`src/rtl/dbus_arbiter.sv`:
```
// ---------------------------------------------------------------------------
// dbus_arbiter
//
// Shares the single data-memory / peripheral bus between the pipeline MEM
// stage (CPU) and a DMA engine. The CPU has default priority. The DMA engine
// gets multi-beat bursts of up to MAX_BURST beats, and a waiting DMA request
// preempts the CPU once it has waited STARVE_LIMIT cycles. Grants are
// combinational from the registered arbitration state and the current
// requests, so every bus beat completes in the cycle it is granted.
//
// Handshake: a requester holds req (and its wr/addr/wdata/last) steady until
// the cycle it is granted; the beat is transferred in exactly that cycle
// (cpu: cpu_req & ~cpu_stall, dma: dma_gnt) and read data is returned
// combinationally in the same cycle. A held request is never issued twice.
//
// Optional feature (macro DBUS_PROT_EN): DMA beats aimed at peripheral/UART
// space (dma_addr[31:30] != 2'b00) are acknowledged but blocked from the bus,
// a one-cycle dma_err pulse follows, and any burst in progress is ended.
// Without the macro no address check is done and dma_err is tied 0.
//
// Ports:
//   sysclk, reset          clock (rising edge), async active-high reset
//   cpu_req/wr/addr/wdata  MEM-stage request; cpu_rdata, cpu_stall back
//   dma_req/wr/addr/wdata  DMA beat request, dma_last marks final beat;
//                          dma_gnt, dma_rdata, dma_err back
//   bus_rd/wr/addr/wdata   to the slaves; bus_rdata is the OR of slave data
//   dbg_state              current arbitration state (0 = CPU, 1 = DMA)
// ---------------------------------------------------------------------------
module dbus_arbiter #(
    parameter int MAX_BURST    = 8,
    parameter int STARVE_LIMIT = 16
) (
    input  logic        sysclk,
    input  logic        reset,
    // CPU (MEM stage)
    input  logic        cpu_req,
    input  logic        cpu_wr,
    input  logic [31:0] cpu_addr,
    input  logic [31:0] cpu_wdata,
    output logic [31:0] cpu_rdata,
    output logic        cpu_stall,
    // DMA engine
    input  logic        dma_req,
    input  logic        dma_wr,
    input  logic [31:0] dma_addr,
    input  logic [31:0] dma_wdata,
    input  logic        dma_last,
    output logic        dma_gnt,
    output logic [31:0] dma_rdata,
    output logic        dma_err,
    // Shared bus
    output logic        bus_rd,
    output logic        bus_wr,
    output logic [31:0] bus_addr,
    output logic [31:0] bus_wdata,
    input  logic [31:0] bus_rdata,
    // Debug
    output logic        dbg_state
);

    typedef enum logic {
        ARB_CPU = 1'b0,
        ARB_DMA = 1'b1
    } arb_state_t;

    localparam logic [7:0] BURST_MAX  = 8'(MAX_BURST);
    localparam logic [7:0] STARVE_MAX = 8'(STARVE_LIMIT);

    arb_state_t state;
    logic [7:0] beat_cnt;
    logic [7:0] wait_cnt;

    logic gcpu;
    logic gdma;
    logic starved;
    logic dma_blocked;

    assign starved   = (wait_cnt == STARVE_MAX);
    assign dbg_state = state;

    // -----------------------------------------------------------------------
    // Grant. Gated by reset so the bus is idle while reset is held, even if
    // the requesters keep their requests up.
    // -----------------------------------------------------------------------
    always_comb begin
        gcpu = 1'b0;
        gdma = 1'b0;
        if (!reset) begin
            case (state)
                ARB_DMA: begin
                    gdma = dma_req;
                    gcpu = cpu_req & ~dma_req;
                end
                default: begin
                    if (starved) begin
                        gdma = dma_req;
                        gcpu = cpu_req & ~dma_req;
                    end else begin
                        gcpu = cpu_req;
                        gdma = dma_req & ~cpu_req;
                    end
                end
            endcase
        end
    end

`ifdef DBUS_PROT_EN
    // Peripheral/UART space lives at dma_addr[31:30] != 0; DMA may not touch it.
    assign dma_blocked = gdma & (dma_addr[31:30] != 2'b00);
`else
    assign dma_blocked = 1'b0;
`endif

    // -----------------------------------------------------------------------
    // Bus mux and returned data
    // -----------------------------------------------------------------------
    always_comb begin
        bus_rd    = 1'b0;
        bus_wr    = 1'b0;
        bus_addr  = 32'h0;
        bus_wdata = 32'h0;
        if (gcpu) begin
            bus_rd    = ~cpu_wr;
            bus_wr    = cpu_wr;
            bus_addr  = cpu_addr;
            bus_wdata = cpu_wdata;
        end else if (gdma) begin
            // A blocked beat still presents its address but never strobes.
            bus_rd    = ~dma_wr & ~dma_blocked;
            bus_wr    = dma_wr & ~dma_blocked;
            bus_addr  = dma_addr;
            bus_wdata = dma_wdata;
        end
    end

    assign cpu_rdata = gcpu ? bus_rdata : 32'h0;
    assign dma_rdata = (gdma & ~dma_blocked) ? bus_rdata : 32'h0;
    assign cpu_stall = cpu_req & ~gcpu;
    assign dma_gnt   = gdma;

    // -----------------------------------------------------------------------
    // Arbitration state, burst beat counter and DMA wait (starvation) counter
    // -----------------------------------------------------------------------
    always_ff @(posedge sysclk or posedge reset) begin
        if (reset) begin
            state    <= ARB_CPU;
            beat_cnt <= 8'd0;
            wait_cnt <= 8'd0;
        end else begin
            if (gdma || !dma_req) begin
                wait_cnt <= 8'd0;
            end else if (wait_cnt != STARVE_MAX) begin
                wait_cnt <= wait_cnt + 8'd1;
            end

            case (state)
                ARB_DMA: begin
                    // In ARB_DMA gdma follows dma_req, so a dropped request
                    // means the engine abandoned the burst.
                    if (!dma_req || dma_last || dma_blocked ||
                        (beat_cnt + 8'd1 == BURST_MAX)) begin
                        state    <= ARB_CPU;
                        beat_cnt <= 8'd0;
                    end else begin
                        beat_cnt <= beat_cnt + 8'd1;
                    end
                end
                default: begin
                    // Single-beat transfers and MAX_BURST == 1 stay in ARB_CPU.
                    if (gdma && !dma_last && !dma_blocked && (BURST_MAX > 8'd1)) begin
                        state    <= ARB_DMA;
                        beat_cnt <= 8'd1;
                    end
                end
            endcase
        end
    end

`ifdef DBUS_PROT_EN
    always_ff @(posedge sysclk or posedge reset) begin
        if (reset) begin
            dma_err <= 1'b0;
        end else begin
            dma_err <= dma_blocked;
        end
    end
`else
    assign dma_err = 1'b0;
`endif

endmodule

```
`config.mk`:
```
export PLATFORM = sky130hd
export DESIGN_NAME = dbus_arbiter
export DESIGN_NICKNAME = d
export VERILOG_FILES = /design/src/rtl/dbus_arbiter.sv
export SDC_FILE = /design/constraint.sdc
export NUM_CORES = 1
export LEC_CHECK = 0
export ABC_AREA = 0
export BUFFER_PORTS_ARGS = -buffer_cell sky130_fd_sc_hd__buf_2
export CAP_MARGIN = 20
export CORE_AREA = 2 2 116 118
export DETAILED_ROUTE_END_ITERATION = 10
export DIE_AREA = 0 0 118 120
export GPL_TIMING_DRIVEN = 0
export PLACE_DENSITY = 0.56
export SLEW_MARGIN = 10
export SYNTH_ARGS = -nofsm -noshare
export SYNTH_HDL_FRONTEND = slang
export SYNTH_SLANG_ARGS = --single-unit
export TNS_END_PERCENT = 100
```
`constraint.sdc`:
```
create_clock -name sysclk -period 6.6 [get_ports sysclk]
set_clock_uncertainty 0.1 [all_clocks]
set_input_delay 0.66 -clock sysclk [delete_from_list [all_inputs] [get_ports sysclk]]
set_output_delay 0.66 -clock sysclk [all_outputs]
set_load 0.01 [all_outputs]
```
==> results.toml <==
[clock_tree]
tritoncts = "built"
numCtsBuffers = 3
clk_pin_slew_ns = 0.05
cts-root-buf = "clkbuf_16"
cts_sinks = 17
cts_hold_buffers = 0
h-tree-depth = 1
clk_latency_ns = 0.25
cts_setup_buffers = 0
clockBufferDepth = 2
cts_resized = 0

[final_layout]
final_net_count = 745
multi_input_area_sq_um = 1555
final_area_sq_um = 3936
ff_latch_area_sq_um = 425.4
drive_above_1_share = 0.5637
fill_cells = 1463
area_growth_syn_to_layout_pct = 84.41

[pwr]
fin_total_pwr_uw = 439.4
p_leak_nw = 2.370
vdd_drop_max_mv = 0.1932
p_per_area_nw_per_um2 = 111.6

[global_route]
grt_overflow_total = 0
grt_pass1_wl_um = 18360
antenna_found_initial = 4
grt_usage = 0.1692
grt_max_degree = 19
grt_pass1_vias = 2947

[timing]
fmax_mhz = 274.1
rsz0062_at_grt = "no"
post-route-period-util = 0.5528
hold_violations = 0
timing.setup.tns_ns = 0
drv_slew = 0
hold_ws_ns = 0.3641
fin_crit_ns = 3.649
setup-violations-final = 0
tightest_slew_ns = 0.7102
maxSlewHeadroom = 0.5260
timing.final.ws_setup_ns = 2.951

[run]
drv_cap = 0

[yosys]
synth_area_leaders = "a22o_1, dfrtp_1, and2_1"
syn-num-nets = 441
async_flop_share = 1.000
ys_warn_count = 0
synth_cell_type_count = 40
synthFlopType = "dfrtp_1"
syn_area_sq_um = 2135
yosys.area.top_type = "a22o_1"
synth_edf_count = 0
synth_top_area_frac = 0.2749
avgSynthCellArea_sq_um = 7.906
seq_area_frac_synth = 0.1993
netlist_instances = 270
ys_ff_latch = 17

[route]
num_vias = 3155
avgViaCountPerCell = 4.201
drc = 0
drtPass1Iterations = 4
wirelength_um = 12880
ant_nets = 0
drt-initial-drc-count = 167
wl_per_cell_um = 17.15

[worst_hold_path]
hp-class = "reg -> reg"

[placed_design]
port_buffers = 299
pre_cts_slack_ns = 2.781
dpl_cell_area_sq_um = 3851
dp_hpwl_um = 11150
gp_congestion = 0.8386

[die]
die_w_um = 118
ios = 301
die_h_um = 120
row_count = 42
die_area_sq_um = 14160
initial_core_util = 0.1644
core_area_sq_um = 12980

[outcome]
status = "completed"

[setup_path]
path_class = "in -> out"
setup.worst_path.start_class = "input pin"
cp.arrival_ns = 2.89
endpoint_kind = "primary output"
critPathMaxFanout = 18
cp.required_ns = 5.84
[final timing paths]
kind,start,endpoint,slack (ns),cells after the start
worst max-delay path,reset,bus_addr[27],2.95,8
worst min-delay path,beat_cnt[7],beat_cnt[7],0.36,1
worst max register to register,beat_cnt[0],beat_cnt[3],4.26,6
worst min register to register,beat_cnt[7],beat_cnt[7],0.36,1
max in group asynchronous,reset,beat_cnt[3],5.52,2
min in group asynchronous,reset,wait_cnt[7],0.43,2
[Yosys cell counts (2+ instances only)]
| cell type | instances |
|---|---|
| a21oi_1 | 6 |
| a22o_1 | 67 |
| a31oi_1 | 3 |
| and2_1 | 67 |
| and3_1 | 2 |
| buf_2 | 12 |
| buf_4 | 3 |
| clkbuf_1 | 11 |
| dfrtp_1 | 17 |
| ha_1 | 4 |
| inv_1 | 8 |
| nand2_1 | 6 |
| nand2b_1 | 6 |
| nand3_1 | 5 |
| nand3b_1 | 2 |
| nor2_1 | 13 |
| nor3_1 | 2 |
| o21ai_0 | 9 |
| or3_1 | 2 |
| xnor2_1 | 3 |
| xor2_1 | 3 |
[flip-flops by register name, summed over array words and instances, names as in the netlist]
register   count
beat_cnt       8
dbg_state      1
wait_cnt       8
[metal layers]
layer	vias to the layer above	track usage	wire, um
met5	-	0	13
met4	2	0.01958	105
met3	6	0.07652	1387
met2	147	0.2776	5985
met1	1412	0.2101	5386
li1	1588	-	-
[metrics by stage]
| stage | util | cells |
|---|---|---|
| global route | 0.3031 | 750 |
| finish | 0.3033 | 751 |
| CTS | 0.3029 | 749 |
| detailed placement | 0.2967 | 745 |
| global placement | 0.2967 | 745 |
| floorplan | - | 270 |
[power by group]
group / internal, mW / leakage, nW / switching [mW]
sequential: 0.108 / 0.233 / 0.00549
clock: 0.0811 / 0.0409 / 0.0420
combinational: 0.0985 / 2.10 / 0.104
[critical path, stage by stage]
cell and delay [ns]:
buf_2 0.10, inv_1 0.52, nand2_1 0.14, a21oi_2 0.50, buf_2 0.38, buf_2 0.29, a22o_1 0.17, buf_2 0.13
[kinds of logic (layout without fill, tap and decap cells)]
group / Yosys count / count (layout) / synth area share
flops: 17 / 17 / 0.1993
xor+xnor: 6 / 6 / 0.02462
buf+inv: 34 / 337 / 0.07210
other cells: 1 / 3 / 0.001757
simple gates: 113 / 113 / 0.3113
compound gates: 95 / 95 / 0.3675
fa+ha+maj: 4 / 4 / 0.02345
[area by class of cell]
type,instances,area share
tap,176,0.05594
timing repair buffer,299,0.3802
antenna,2,0.001271
buffer,26,0.03147
inverter,8,0.007629
sequential,17,0.1081
clock inverter,1,0.001271
multi-input combinational,219,0.3951
clock buffer,3,0.01907
[placed cells by master (no fill, tap or decap), drive strengths merged, types with 2 or more instances in the layout]
cell type  netlist  layout
a21oi            7       7
a22o            67      67
a31oi            4       4
and2            67      67
and3             2       2
buf             15     314
clkbuf          11      14
dfrtp           17      17
diode            0       2
ha               4       4
inv              8       8
nand2            6       6
nand2b           6       6
nand3            5       5
nand3b           2       2
nor2            13      13
nor3             2       2
o21ai            9       9
or2              2       2
or3              2       2
xnor2            3       3
xor2             3       3
Note: power is estimated with default switching activity, not from simulation.
